`config.mk`:
```
export PLATFORM = sky130hd
export DESIGN_NAME = cdb_arbiter
export DESIGN_NICKNAME = d
export VERILOG_FILES = /design/src/rtl/cdb_arbiter.sv
export SDC_FILE = /design/constraint.sdc
export NUM_CORES = 1
export LEC_CHECK = 0
export ABC_AREA = 1
export CORE_MARGIN = 4
export CORE_UTILIZATION = 60
export CTS_BUF_LIST = sky130_fd_sc_hd__clkbuf_16
export DETAILED_ROUTE_END_ITERATION = 7
export GPL_ROUTABILITY_DRIVEN = 0
export PLACE_DENSITY = 0.86
export REMOVE_ABC_BUFFERS = 1
export SLEW_MARGIN = 20
export SYNTH_ARGS = -nofsm -noshare
export SYNTH_HDL_FRONTEND = slang
export SYNTH_SLANG_ARGS = --single-unit
```
`constraint.sdc`:
```
create_clock -name clk -period 8.9 [get_ports clk]
set_input_delay 1.78 -clock clk [delete_from_list [all_inputs] [get_ports clk]]
set_output_delay 1.78 -clock clk [all_outputs]
set_load 0.02 [all_outputs]
```
`src/rtl/cdb_arbiter.sv`:
```
// Common-data-bus arbiter: per-unit result FIFOs drained one entry per cycle
// onto the CDB in round-robin order, with backpressure and flush.
module cdb_arbiter #(
  parameter int NUM_FU      = 4,
  parameter int ROB_TAG_LEN = 5,
  parameter int XLEN        = 32,
  parameter int QDEPTH      = 2
) (
  input  logic                          clk,
  input  logic                          reset,
  input  logic                          flush,
  input  logic [NUM_FU-1:0]             fu_valid,
  input  logic [NUM_FU*ROB_TAG_LEN-1:0] fu_tag,
  input  logic [NUM_FU*XLEN-1:0]        fu_value,
  output logic [NUM_FU-1:0]             fu_stall,
  output logic                          cdb_valid,
  output logic [ROB_TAG_LEN-1:0]        cdb_tag,
  output logic [XLEN-1:0]               cdb_value,
  output logic [$clog2(NUM_FU)-1:0]     cdb_src
);

  localparam int SRC_W = $clog2(NUM_FU);
  localparam int CNT_W = $clog2(QDEPTH + 1);
  localparam int PTR_W = (QDEPTH > 1) ? $clog2(QDEPTH) : 1;

  logic [ROB_TAG_LEN-1:0] tag_mem [NUM_FU][QDEPTH];
  logic [XLEN-1:0]        val_mem [NUM_FU][QDEPTH];
  logic [PTR_W-1:0]       head    [NUM_FU];
  logic [PTR_W-1:0]       tail    [NUM_FU];
  logic [CNT_W-1:0]       count   [NUM_FU];
  logic [SRC_W-1:0]       rr_ptr;
  logic [SRC_W-1:0]       gnt;
  logic                   grant;
  logic [NUM_FU-1:0]      nonempty;
  logic [NUM_FU-1:0]      push;
  logic [NUM_FU-1:0]      pop;
  logic [2*NUM_FU-1:0]    rot;

  function automatic logic [PTR_W-1:0] next_ptr(input logic [PTR_W-1:0] p);
    return (32'(p) == 32'(QDEPTH - 1)) ? '0 : PTR_W'(32'(p) + 1);
  endfunction

  always_comb begin
    for (int unsigned i = 0; i < NUM_FU; i++) begin
      nonempty[i] = (count[i] != '0);
      fu_stall[i] = (count[i] == CNT_W'(QDEPTH));
      push[i]     = fu_valid[i] && !fu_stall[i];
    end
    // Rotate the request vector so bit 0 is the current highest-priority unit.
    rot   = {nonempty, nonempty} >> rr_ptr;
    grant = 1'b0;
    gnt   = '0;
    for (int unsigned i = 0; i < NUM_FU; i++) begin
      if (!grant && rot[i]) begin
        grant = 1'b1;
        gnt   = SRC_W'((32'(rr_ptr) + i) % NUM_FU);
      end
    end
    for (int unsigned i = 0; i < NUM_FU; i++) begin
      pop[i] = grant && (gnt == SRC_W'(i));
    end
  end

  always_ff @(posedge clk) begin
    for (int unsigned i = 0; i < NUM_FU; i++) begin
      if (push[i] && !flush) begin
        tag_mem[i][tail[i]] <= fu_tag[i*ROB_TAG_LEN +: ROB_TAG_LEN];
        val_mem[i][tail[i]] <= fu_value[i*XLEN +: XLEN];
      end
    end
  end

  always_ff @(posedge clk or posedge reset) begin
    if (reset) begin
      for (int unsigned i = 0; i < NUM_FU; i++) begin
        head[i]  <= '0;
        tail[i]  <= '0;
        count[i] <= '0;
      end
      rr_ptr    <= '0;
      cdb_valid <= 1'b0;
      cdb_tag   <= '0;
      cdb_value <= '0;
      cdb_src   <= '0;
    end else if (flush) begin
      for (int unsigned i = 0; i < NUM_FU; i++) begin
        head[i]  <= '0;
        tail[i]  <= '0;
        count[i] <= '0;
      end
      cdb_valid <= 1'b0;
    end else begin
      for (int unsigned i = 0; i < NUM_FU; i++) begin
        if (push[i]) tail[i] <= next_ptr(tail[i]);
        if (pop[i])  head[i] <= next_ptr(head[i]);
        if (push[i] && !pop[i])      count[i] <= count[i] + CNT_W'(1);
        else if (pop[i] && !push[i]) count[i] <= count[i] - CNT_W'(1);
      end
      if (grant) begin
        cdb_valid <= 1'b1;
        cdb_tag   <= tag_mem[gnt][head[gnt]];
        cdb_value <= val_mem[gnt][head[gnt]];
        cdb_src   <= gnt;
        rr_ptr    <= SRC_W'((32'(gnt) + 1) % NUM_FU);
      end else begin
        cdb_valid <= 1'b0;
      end
    end
  end

endmodule
```
==> out/metrics.yaml, run 1 <==
grt:
  grt_pass1_vias: 12000
  met2_usage: 0.4818
  grtUsageTotal: 0.2938
  grt_pass1_wl_mm: 64.64
  grt_max_degree: 111
  met3_usage: 0.06681
  grt_overflow_total: 0
  met1_usage: 0.3890
  grt_busiest_layer: "met2"
  antenna_found_initial: 0
worst_setup_path:
  arrival_ps: 4790
  worst-endpoint-required_ps: 9340
  max_stage_delay_ps: 840
  path_buf_inv: 3
  cpMostUsedCell: "nand2_1"
  cpMaxStageDelayCell: "buf_4"
  worstPathMaxFanout: 86
  critical_path_class: "reg -> reg"
  critPathTopFamily: "simple AND/OR/NAND/NOR gates"
  crit_chain: "inv_4 > nand2_2 > nand2_1 > nand2_1 > nand2_2 > a21oi_1 > nand2_4 > nand2_4 > buf_4 > nand2_1 > nand2_1 > nand2_1 > nand2_1 > inv_1 > nand2_1 > nand3_1 > nand2_1"
  cp-start-kind: "flip-flop"
  crit_path_end_kind: "flip-flop"
die:
  rows: 58
  io_pins: 199
  die_h_um: 167.6
  floorplan.initialDensity: 0.6086
  core_sq_um: 25110
  dieArea_sq_um: 28080
  die_w_um: 167.6
clock_tree:
  postCtsHoldBufs: 0
  htreeDepth: 2
  clock-sinks: 354
  cts_root_buf: "clkbuf_16"
  cts_tree: "done"
  clockBufferDepth: 3
  insertion_delay_ps: 520
  cts_setup_buffers: 0
  cts_resized: 0
  clk_pin_slew_ps: 60
  cts_made_buffers: 36
routing:
  via_count: 11920
  drc: 0
  vias_per_cell: 5.894
  drtIter0Drc: 1578
  wire_per_inst_um: 20.69
  dr.pass1.iters: 5
  postRouteAntennaNets: 0
  postRouteWirelength_mm: 41.86
timing:
  finalCriticalPeriod_ps: 4355
  tightest_slew_ps: 1056
  rsz0062_at_grt: "false"
  fmax_ghz: 0.2296
  drv_slew: 0
  slew_headroom: 0.2952
  setup-violations-final: 0
  finalCritPeriodShare: 0.4893
  tns_ps: 0
  hold_violations: 0
  skew_ps: 8.653
logic_synthesis:
  synth_cells: 1498
  synthXorXnorAreaFrac: 0.004012
  avgSynthCellArea_sq_um: 10.20
  synth_area_sq_um: 15280
  seq_area_frac_synth: 0.6767
  synthAdderAreaFrac: 0
  synth_mux_area_frac: 0
  yosysWarnings: 0
  synth_compound_area_frac: 0.01097
  synth-simple-area-share: 0.2578
  ys_ff_latch: 354
  synth_cell_types: 30
  synth_top_family_by_area: "simple AND/OR/NAND/NOR gates"
placed_design:
  io_buffers: 198
  hpwl_mm: 23.83
final_layout:
  drive_gt1_frac: 0.06025
  layout.nets: 1820
  area_delta_synth_final_pct: 21.61
  antenna_cells: 0
job:
  maxCapViolCount: 0
min_path:
  min_path_type: "reg -> reg"
status:
  outcome: "completed"
==> cell usage after synthesis <==
library cell  instances  area, sq um
a21oi_1               8        40.04
buf_1                 3        11.26
buf_2                35        175.2
buf_4                 3        22.52
buf_6                12        135.1
clkbuf_1             30        112.6
clkinv_1              1        3.750
dfrtp_1              58         1451
edfxtp_1            296         8889
inv_1                77        289.0
inv_2                 3        11.26
inv_4                 2        12.51
nand2_1             622         2335
nand2_2              10        62.56
nand2_4               2        22.52
nand3_1             237         1186
nand3_2               4        40.04
nand3b_1              1        7.510
nand3b_2              1        11.26
nand4_1               4        25.02
nor2_1               54        202.7
nor2_2                2        12.51
nor2_4                3        33.78
o2111ai_1             1        8.760
o21ai_0              15        75.07
o21ai_1               2        10.01
o21ai_2               1        8.760
o22ai_1               4        25.02
xnor2_1               3        26.28
xor2_1                4        35.03
==> tightest hold or removal path, delay by kind of cell, from the launching register on <==
family        cells  cell delay [ps]
flops             1              340
simple gates      2              100
==> sequential cells by signal (all words and copies together), names as in the netlist <==
name,count
cdb_value,32
cdb_tag,5
rr_ptr,2
cdb_valid,1
val_mem,256
cdb_src,2
tag_mem,40
head,4
tail,4
count,8
==> worst paths after layout <==
| path | from | end | slack (ps) | cells past startpoint |
|---|---|---|---|---|
| max | rr_ptr[0] | cdb_value[27] | 4540 | 17 |
| min | cdb_value[19] | cdb_value[19] | 480 | 2 |
| max reg2reg | rr_ptr[0] | cdb_value[27] | 4540 | 17 |
| min reg2reg | cdb_value[19] | cdb_value[19] | 480 | 2 |
| max in group asynchronous | reset | cdb_tag[0] | 6390 | 3 |
| min in group asynchronous | reset | cdb_src[1] | 1850 | 3 |
==> stage by stage <==
| step | worst slack (ps) | std cells | hold WS (ps) | utilization | instance area, sq um |
|---|---|---|---|---|---|
| after detailed placement | 4741 | 1957 | 465.2 | 0.6934 | 17410 |
| final | 4545 | 2023 | 479.6 | 0.7401 | 18580 |
| after floorplan | 4481 | 1415 | 458.0 | - | 14820 |
| after global placement | 4872 | 1957 | 461.2 | 0.6934 | 17410 |
| after global routing | 4345 | 2023 | 516.8 | 0.7401 | 18580 |
| after CTS | 4664 | 2023 | 482.3 | 0.7394 | 18570 |
==> layout by cell type, fill, tap and decap left out, types with 2 or more instances in the layout <==
master | Yosys | final
inv_4 | 2 | 2
o21ai_1 | 2 | 2
xor2_1 | 4 | 4
nor2_4 | 3 | 12
edfxtp_1 | 296 | 296
bufinv_16 | 0 | 4
nor2_2 | 2 | 2
clkinv_2 | 0 | 6
nand3_2 | 4 | 4
o22ai_1 | 4 | 4
o21ai_0 | 15 | 15
inv_1 | 77 | 86
clkbuf_16 | 0 | 37
nand3_1 | 237 | 237
dfrtp_1 | 58 | 58
nand4_1 | 4 | 4
nand2_4 | 2 | 4
xnor2_1 | 3 | 3
buf_4 | 3 | 12
inv_6 | 0 | 2
inv_2 | 3 | 4
nand2_2 | 10 | 8
clkinv_1 | 1 | 8
a21oi_1 | 8 | 8
nor2_1 | 54 | 45
clkdlybuf4s50_1 | 0 | 198
buf_6 | 12 | 2
nand2_1 | 622 | 621
==> area by class of cell <==
cell class | count | area (sq um)
timing repair buffer | 212 | 2095
fill | 1605 | 6526
clock inverter | 29 | 230.2
tap | 330 | 412.9
inverter | 83 | 317.8
sequential | 354 | 10340
multi-input combinational | 978 | 4262
clock buffer | 37 | 925.9
==> per-layer routing <==
layer	up-vias	share of wire
met5	-	0
met4	0	0.035
met3	136	0.12
met2	885	0.48
met1	5595	0.36
li1	5308	-
==> cell families after synthesis <==
| group | after synthesis |
|---|---|
| simple gates | 940 |
| flops | 354 |
| buf+inv | 166 |
| compound gates | 31 |
| xor+xnor | 7 |
Power of run 1 is not shown: default switching activity piles up to over one toggle a cycle in this logic, so the estimate is an artifact.
==> run 2, diff against run 1 <==
--- a/config.mk
+++ b/config.mk
@@ -7,11 +7,11 @@
 export LEC_CHECK = 0
 export ABC_AREA = 1
 export CORE_MARGIN = 4
-export CORE_UTILIZATION = 60
+export CORE_UTILIZATION = 55
 export CTS_BUF_LIST = sky130_fd_sc_hd__clkbuf_16
 export DETAILED_ROUTE_END_ITERATION = 7
 export GPL_ROUTABILITY_DRIVEN = 0
-export PLACE_DENSITY = 0.86
+export PLACE_DENSITY = 0.8
 export REMOVE_ABC_BUFFERS = 1
 export SLEW_MARGIN = 20
 export SYNTH_ARGS = -nofsm -noshare
==> constraint.sdc (replaced) <==
create_clock -name clk -period 4.4 [get_ports clk]
set_input_delay 0.88 -clock clk [delete_from_list [all_inputs] [get_ports clk]]
set_output_delay 0.88 -clock clk [all_outputs]
set_load 0.02 [all_outputs]
==> out/metrics.yaml, run 2 (same netlist as run 1, synthesis figures left out) <==
clock_tree:
  cts_resized: 0  # unchanged
  cts_tree: "done"  # unchanged
  cts_made_buffers: 37  # was 36
  htreeDepth: 2  # unchanged
  insertion_delay_ps: 520  # about the same
  clockBufferDepth: 3  # unchanged
  cts_root_buf: "clkbuf_16"  # unchanged
  cts_setup_buffers: 0  # unchanged
  postCtsHoldBufs: 0  # unchanged
  clock-sinks: 354  # unchanged
  clk_pin_slew_ps: 60  # about the same
timing:
  finalCriticalPeriod_ps: 3672  # was 4355 ps
  finalCritPeriodShare: 0.8346  # was 0.4893
  slew_headroom: 0.3358  # was 0.2952
  rsz0062_at_grt: "false"  # unchanged
  hold_violations: 0  # unchanged
  fmax_ghz: 0.2723  # was 0.2296 GHz
  tightest_slew_ps: 994.8  # was 1056 ps
  skew_ps: 24.52  # was 8.653 ps
  setup-violations-final: 0  # unchanged
  drv_slew: 0  # unchanged
  tns_ps: 0  # unchanged
worst_setup_path:
  max_stage_delay_ps: 620  # was 840 ps
  critical_path_class: "reg -> reg"  # unchanged
  path_buf_inv: 1  # was 3
  cpMaxStageDelayCell: "dfrtp_1"  # was buf_4
  worstPathMaxFanout: 73  # was 86
  worst-endpoint-required_ps: 4800  # was 9340 ps
  critPathTopFamily: "simple AND/OR/NAND/NOR gates"  # unchanged
  crit_chain: "nand2_1 > nand3_1 > nand2_1 > a21oi_1 > nand2_4 > nand2_8 > nand2_1 > nand2_1 > nand2_2 > nand2_4 > buf_4 > nand2_1 > nand3_1 > nand2_1"  # was inv_4 > nand2_2 > nand2_1 > nand2_1 > nand2_2 > a21oi_1 > nand2_4 > nand2_4 > buf_4 > nand2_1 > nand2_1 > nand2_1 > nand2_1 > inv_1 > nand2_1 > nand3_1 > nand2_1
  cpMostUsedCell: "nand2_1"  # unchanged
  cp-start-kind: "flip-flop"  # unchanged
  crit_path_end_kind: "flip-flop"  # unchanged
  arrival_ps: 4070  # was 4790 ps
final_layout:
  final_cell_area_sq_um: 18780  # was 18,580 sq um
  mostFrequentLayoutCells: "nand2_1 (621), edfxtp_1 (296), nand3_1 (237)"  # unchanged
  final_cells: 2072  # was 2,023
  utilization: 0.6909  # was 0.7401
  largest_reg_flops: 256  # unchanged
  antenna_cells: 0  # unchanged
  area_delta_synth_final_pct: 22.88  # was 21.61%
  drive_gt1_frac: 0.06529  # was 0.06025
  final_common_cell: "nand2_1"  # unchanged
  layout.nets: 1828  # was 1,820
routing:
  wire_per_inst_um: 19.86  # was 20.69 um
  drc: 0  # unchanged
  dr.pass1.iters: 6  # was 5
  drtIter0Drc: 1540  # was 1,578
  vias_per_cell: 5.603  # was 5.894
  via_count: 11610  # was 11,920
  postRouteAntennaNets: 0  # unchanged
  postRouteWirelength_mm: 41.15  # was 41.86 mm
placed_design:
  io_buffers: 198  # unchanged
  hpwl_mm: 24.81  # was 23.83 mm
  place_area_sq_um: 17610  # was 17,410 sq um
  dp_cells: 2006  # was 1,957
die:
  dieArea_sq_um: 30510  # was 28,080 sq um
  core_sq_um: 27180  # was 25,110 sq um
  rows: 60  # was 58
  floorplan.initialDensity: 0.5623  # was 0.6086
  io_pins: 199  # unchanged
  die_h_um: 174.7  # was 167.6 um
  die_w_um: 174.7  # was 167.6 um
grt:
  grtUsageTotal: 0.2624  # was 0.2938
  grt_max_degree: 74  # was 111
  antenna_found_initial: 1  # was 0
  grt_overflow_total: 0  # unchanged
  grt_pass1_wl_mm: 62.43  # was 64.64 mm
  grt_pass1_vias: 11210  # was 12,000
job:
  maxCapViolCount: 0  # unchanged
min_path:
  min_path_type: "reg -> reg"  # unchanged
status:
  outcome: "completed"  # unchanged
==> run 2: changes by cell type in the layout (fill, tap and decap cells not counted) <==
cell,delta
buf_12,+7
buf_4,+2
buf_6,-2
bufinv_16,-1
clkbuf_16,+1
clkinv_1,-2
clkinv_2,+3
clkinv_8,+1
inv_6,-2
nand3_2,-1
nand3_4,+1
==> run 2: layout make-up <==
type | count | area [sq um]
inverters | 83 | 317.8
multi-input cells | 978 | 4269
flip-flops and latches | 354 | 10340
well taps | 372 | 465.4
fillers | 1938 | 8399
repair buffers | 219 | 2227
clock buffers | 38 | 950.9
clock inverters | 28 | 206.4
==> run 2: final timing paths <==
check / start / to / slack [ps] / cells past startpoint
setup / recovery: rr_ptr[0] / cdb_value[14] / 730 / 14
hold / removal: cdb_value[2] / cdb_value[2] / 480 / 2
setup reg to reg: rr_ptr[0] / cdb_value[14] / 730 / 14
hold reg to reg: cdb_value[2] / cdb_value[2] / 480 / 2
max in group asynchronous: reset / cdb_value[27] / 2760 / 3
min in group asynchronous: reset / cdb_src[1] / 890 / 2
==> run 2: worst register-to-register path, cell delays in order (launching register included) <==
cell and delay, ps:
dfrtp_1 620, nand2_1 170, nand3_1 140, nand2_1 130
a21oi_1 290, nand2_4 420, nand2_8 570, nand2_1 140
nand2_1 100, nand2_2 60, nand2_4 100, buf_4 500
nand2_1 170, nand3_1 120, nand2_1 60
==> run 2: metal layers <==
layer	global-route usage	vias up	share of wire
met3	0.04976	94	0.11
met5	0	-	0.00029
met4	0.07365	2	0.024
met2	0.4450	703	0.49
met1	0.3505	5473	0.38
li1	-	5338	-
==> run 2: through the flow <==
step	hold slack (ps)	setup WS, ps
floorplan	458.0	223.1
global placement	463.3	1003
detailed placement	466.2	851.7
CTS	483.1	813.6
global route	512.4	414.2
finish	477.1	727.6
Power of run 2 is left out for the same reason.
==> run 3, diff against run 2 <==
--- a/config.mk
+++ b/config.mk
@@ -7,11 +7,11 @@
 export LEC_CHECK = 0
 export ABC_AREA = 1
 export CORE_MARGIN = 4
-export CORE_UTILIZATION = 55
+export CORE_UTILIZATION = 50
 export CTS_BUF_LIST = sky130_fd_sc_hd__clkbuf_16
 export DETAILED_ROUTE_END_ITERATION = 7
 export GPL_ROUTABILITY_DRIVEN = 0
-export PLACE_DENSITY = 0.8
+export PLACE_DENSITY = 0.76
 export REMOVE_ABC_BUFFERS = 1
 export SLEW_MARGIN = 20
 export SYNTH_ARGS = -nofsm -noshare
==> constraint.sdc (replaced) <==
create_clock -name clk -period 3.37 [get_ports clk]
set_input_delay 0.674 -clock clk [delete_from_list [all_inputs] [get_ports clk]]
set_output_delay 0.674 -clock clk [all_outputs]
set_load 0.02 [all_outputs]
==> out/metrics.yaml, run 3 (same netlist as run 1, synthesis figures left out) <==
final_layout:
  final_cell_area_sq_um: 18790  # was 18,780 sq um
  final_common_cell: "nand2_1"  # unchanged
  drive_gt1_frac: 0.06888  # was 0.06529
  utilization: 0.6289  # was 0.6909
  largest_reg_flops: 256  # unchanged
  layout.nets: 1840  # was 1,828
  mostFrequentLayoutCells: "nand2_1 (621), edfxtp_1 (296), nand3_1 (237)"  # unchanged
  area_delta_synth_final_pct: 22.95  # was 22.88%
  fillers: 2341  # was 1,938
routing:
  postRouteAntennaNets: 0  # unchanged
  drtIter0Drc: 1346  # was 1,540
  wire_per_inst_um: 19.34  # was 19.86 um
  dr.pass1.iters: 6  # unchanged
  via_count: 11480  # was 11,610
  drc: 0  # unchanged
  vias_per_cell: 5.453  # was 5.603
  postRouteWirelength_mm: 40.72  # was 41.15 mm
clock_tree:
  cts_setup_buffers: 0  # unchanged
  clockBufferDepth: 3  # unchanged
  postCtsHoldBufs: 0  # unchanged
  cts_root_buf: "clkbuf_16"  # unchanged
  htreeDepth: 2  # unchanged
  clock-sinks: 354  # unchanged
  cts_made_buffers: 37  # unchanged
  cts_tree: "done"  # unchanged
  cts_resized: 0  # unchanged
  insertion_delay_ps: 520  # about the same
  clk_pin_slew_ps: 60  # about the same
worst_setup_path:
  arrival_ps: 3420  # was 4070 ps
  critical_path_class: "reg -> reg"  # unchanged
  r2r_start: "rr_ptr[0]"  # unchanged
  regToRegEndpoint: "cdb_value[26]"  # was cdb_value[14]
  cp-start-kind: "flip-flop"  # unchanged
  crit_path_end_kind: "flip-flop"  # unchanged
  reg2reg_depth: 17  # was 14
  r2r_slack_ps: 400  # was 730 ps
  worst-endpoint-required_ps: 3820  # was 4800 ps
  worstPathMaxFanout: 79  # was 73
die:
  io_pins: 199  # unchanged
  die_h_um: 182.8  # was 174.7 um
  rows: 63  # was 60
  floorplan.initialDensity: 0.5115  # was 0.5623
  die_w_um: 182.8  # was 174.7 um
  core_sq_um: 29870  # was 27,180 sq um
  dieArea_sq_um: 33420  # was 30,510 sq um
timing:
  slew_headroom: 0.2706  # was 0.3358
  holdWs_ps: 480.3  # was 477.1 ps
  hold_violations: 0  # unchanged
  rsz0062_at_grt: "false"  # unchanged
  drv_slew: 0  # unchanged
  fmax_ghz: 0.3368  # was 0.2723 GHz
  tightest_slew_ps: 1091  # was 994.8 ps
  skew_ps: 9.805  # was 24.52 ps
  tns_ps: 0  # unchanged
  finalCriticalPeriod_ps: 2969  # was 3672 ps
  finalCritPeriodShare: 0.8812  # was 0.8346
  setup-violations-final: 0  # unchanged
min_path:
  min_path_type: "reg -> reg"  # unchanged
  min_from: "cdb_src[1]"  # was cdb_value[2]
  worstHoldPathCells: 2  # unchanged
  hold_path_end: "cdb_src[1]"  # was cdb_value[2]
grt:
  grt_overflow_total: 0  # unchanged
  grtUsageTotal: 0.2379  # was 0.2624
  grt_pass1_wl_mm: 62.16  # was 62.43 mm
  antenna_found_initial: 2  # was 1
  grt_pass1_vias: 11270  # was 11,210
  grt_max_degree: 80  # was 74
placed_design:
  hpwl_mm: 25.04  # was 24.81 mm
  place_area_sq_um: 17650  # was 17,610 sq um
  io_buffers: 198  # unchanged
status:
  outcome: "completed"  # unchanged
job:
  maxCapViolCount: 0  # unchanged
==> run 3: cell types whose count changed in the layout (fill, tap and decap cells not counted), moves of 2 or more <==
cell	before	now
buf_4	14	30
clkinv_1	6	11
buf_12	7	3
clkinv_2	9	5
bufinv_16	3	1
diode_2	0	2
==> run 3: worst max-delay path, cell delays in order, from the launching register on <==
cell,delay [ps]
dfrtp_1,630
inv_4,110
nand2_1,140
nand2_1,60
nand2_1,50
nand2_1,80
a21oi_1,240
nand2_4,110
nand2_4,110
buf_4,610
nand2_1,160
nand2_1,110
nand2_1,60
nand2_1,70
inv_1,40
nand2_1,60
nand3_1,90
nand2_1,80
==> run 3: cell type report <==
type,count,area (sq um),share of cell area
Antenna cell,2,5.005,0.0002664
Tap cell,390,488.0,0.02597
Clock buffer,39,975.9,0.05194
Sequential cell,354,10340,0.5503
Timing Repair Buffer,231,2267,0.1207
Clock inverter,28,141.4,0.007525
Multi-Input combinational cell,978,4253,0.2264
Inverter,83,317.8,0.01692
==> run 3: metal layers <==
metal | routed length [um] | vias to the layer above | global-route usage
met5 | 0 | - | 0
met4 | 957 | 0 | 0.07151
met3 | 3615 | 79 | 0.03630
met2 | 19890 | 577 | 0.3965
met1 | 16250 | 5461 | 0.3277
li1 | - | 5361 | -
==> run 3: worst max path at each step <==
stage	startpoint	to	slack [ps]	cells after the start
2_1_floorplan	rr_ptr[0]	cdb_tag[0]	-810	15
3_3_place_gp	flush	val_mem[1][14]	320	5
3_5_place_dp	fu_valid[0]	val_mem[0][42]	240	6
4_1_cts	rr_ptr[0]	cdb_value[26]	460	17
5_1_grt	rr_ptr[0]	cdb_value[26]	140	17
6_report	rr_ptr[0]	cdb_value[26]	400	17
==> run 3: per-stage QoR <==
| step | std cells | setup slack [ps] |
|---|---|---|
| floorplan | 1415 | -806.9 |
| global placement | 2035 | 320.1 |
| detailed placement | 2035 | 236.5 |
| CTS | 2102 | 462.9 |
| global route | 2105 | 140.3 |
| finish | 2105 | 400.5 |
Power of run 3 is left out for the same reason.
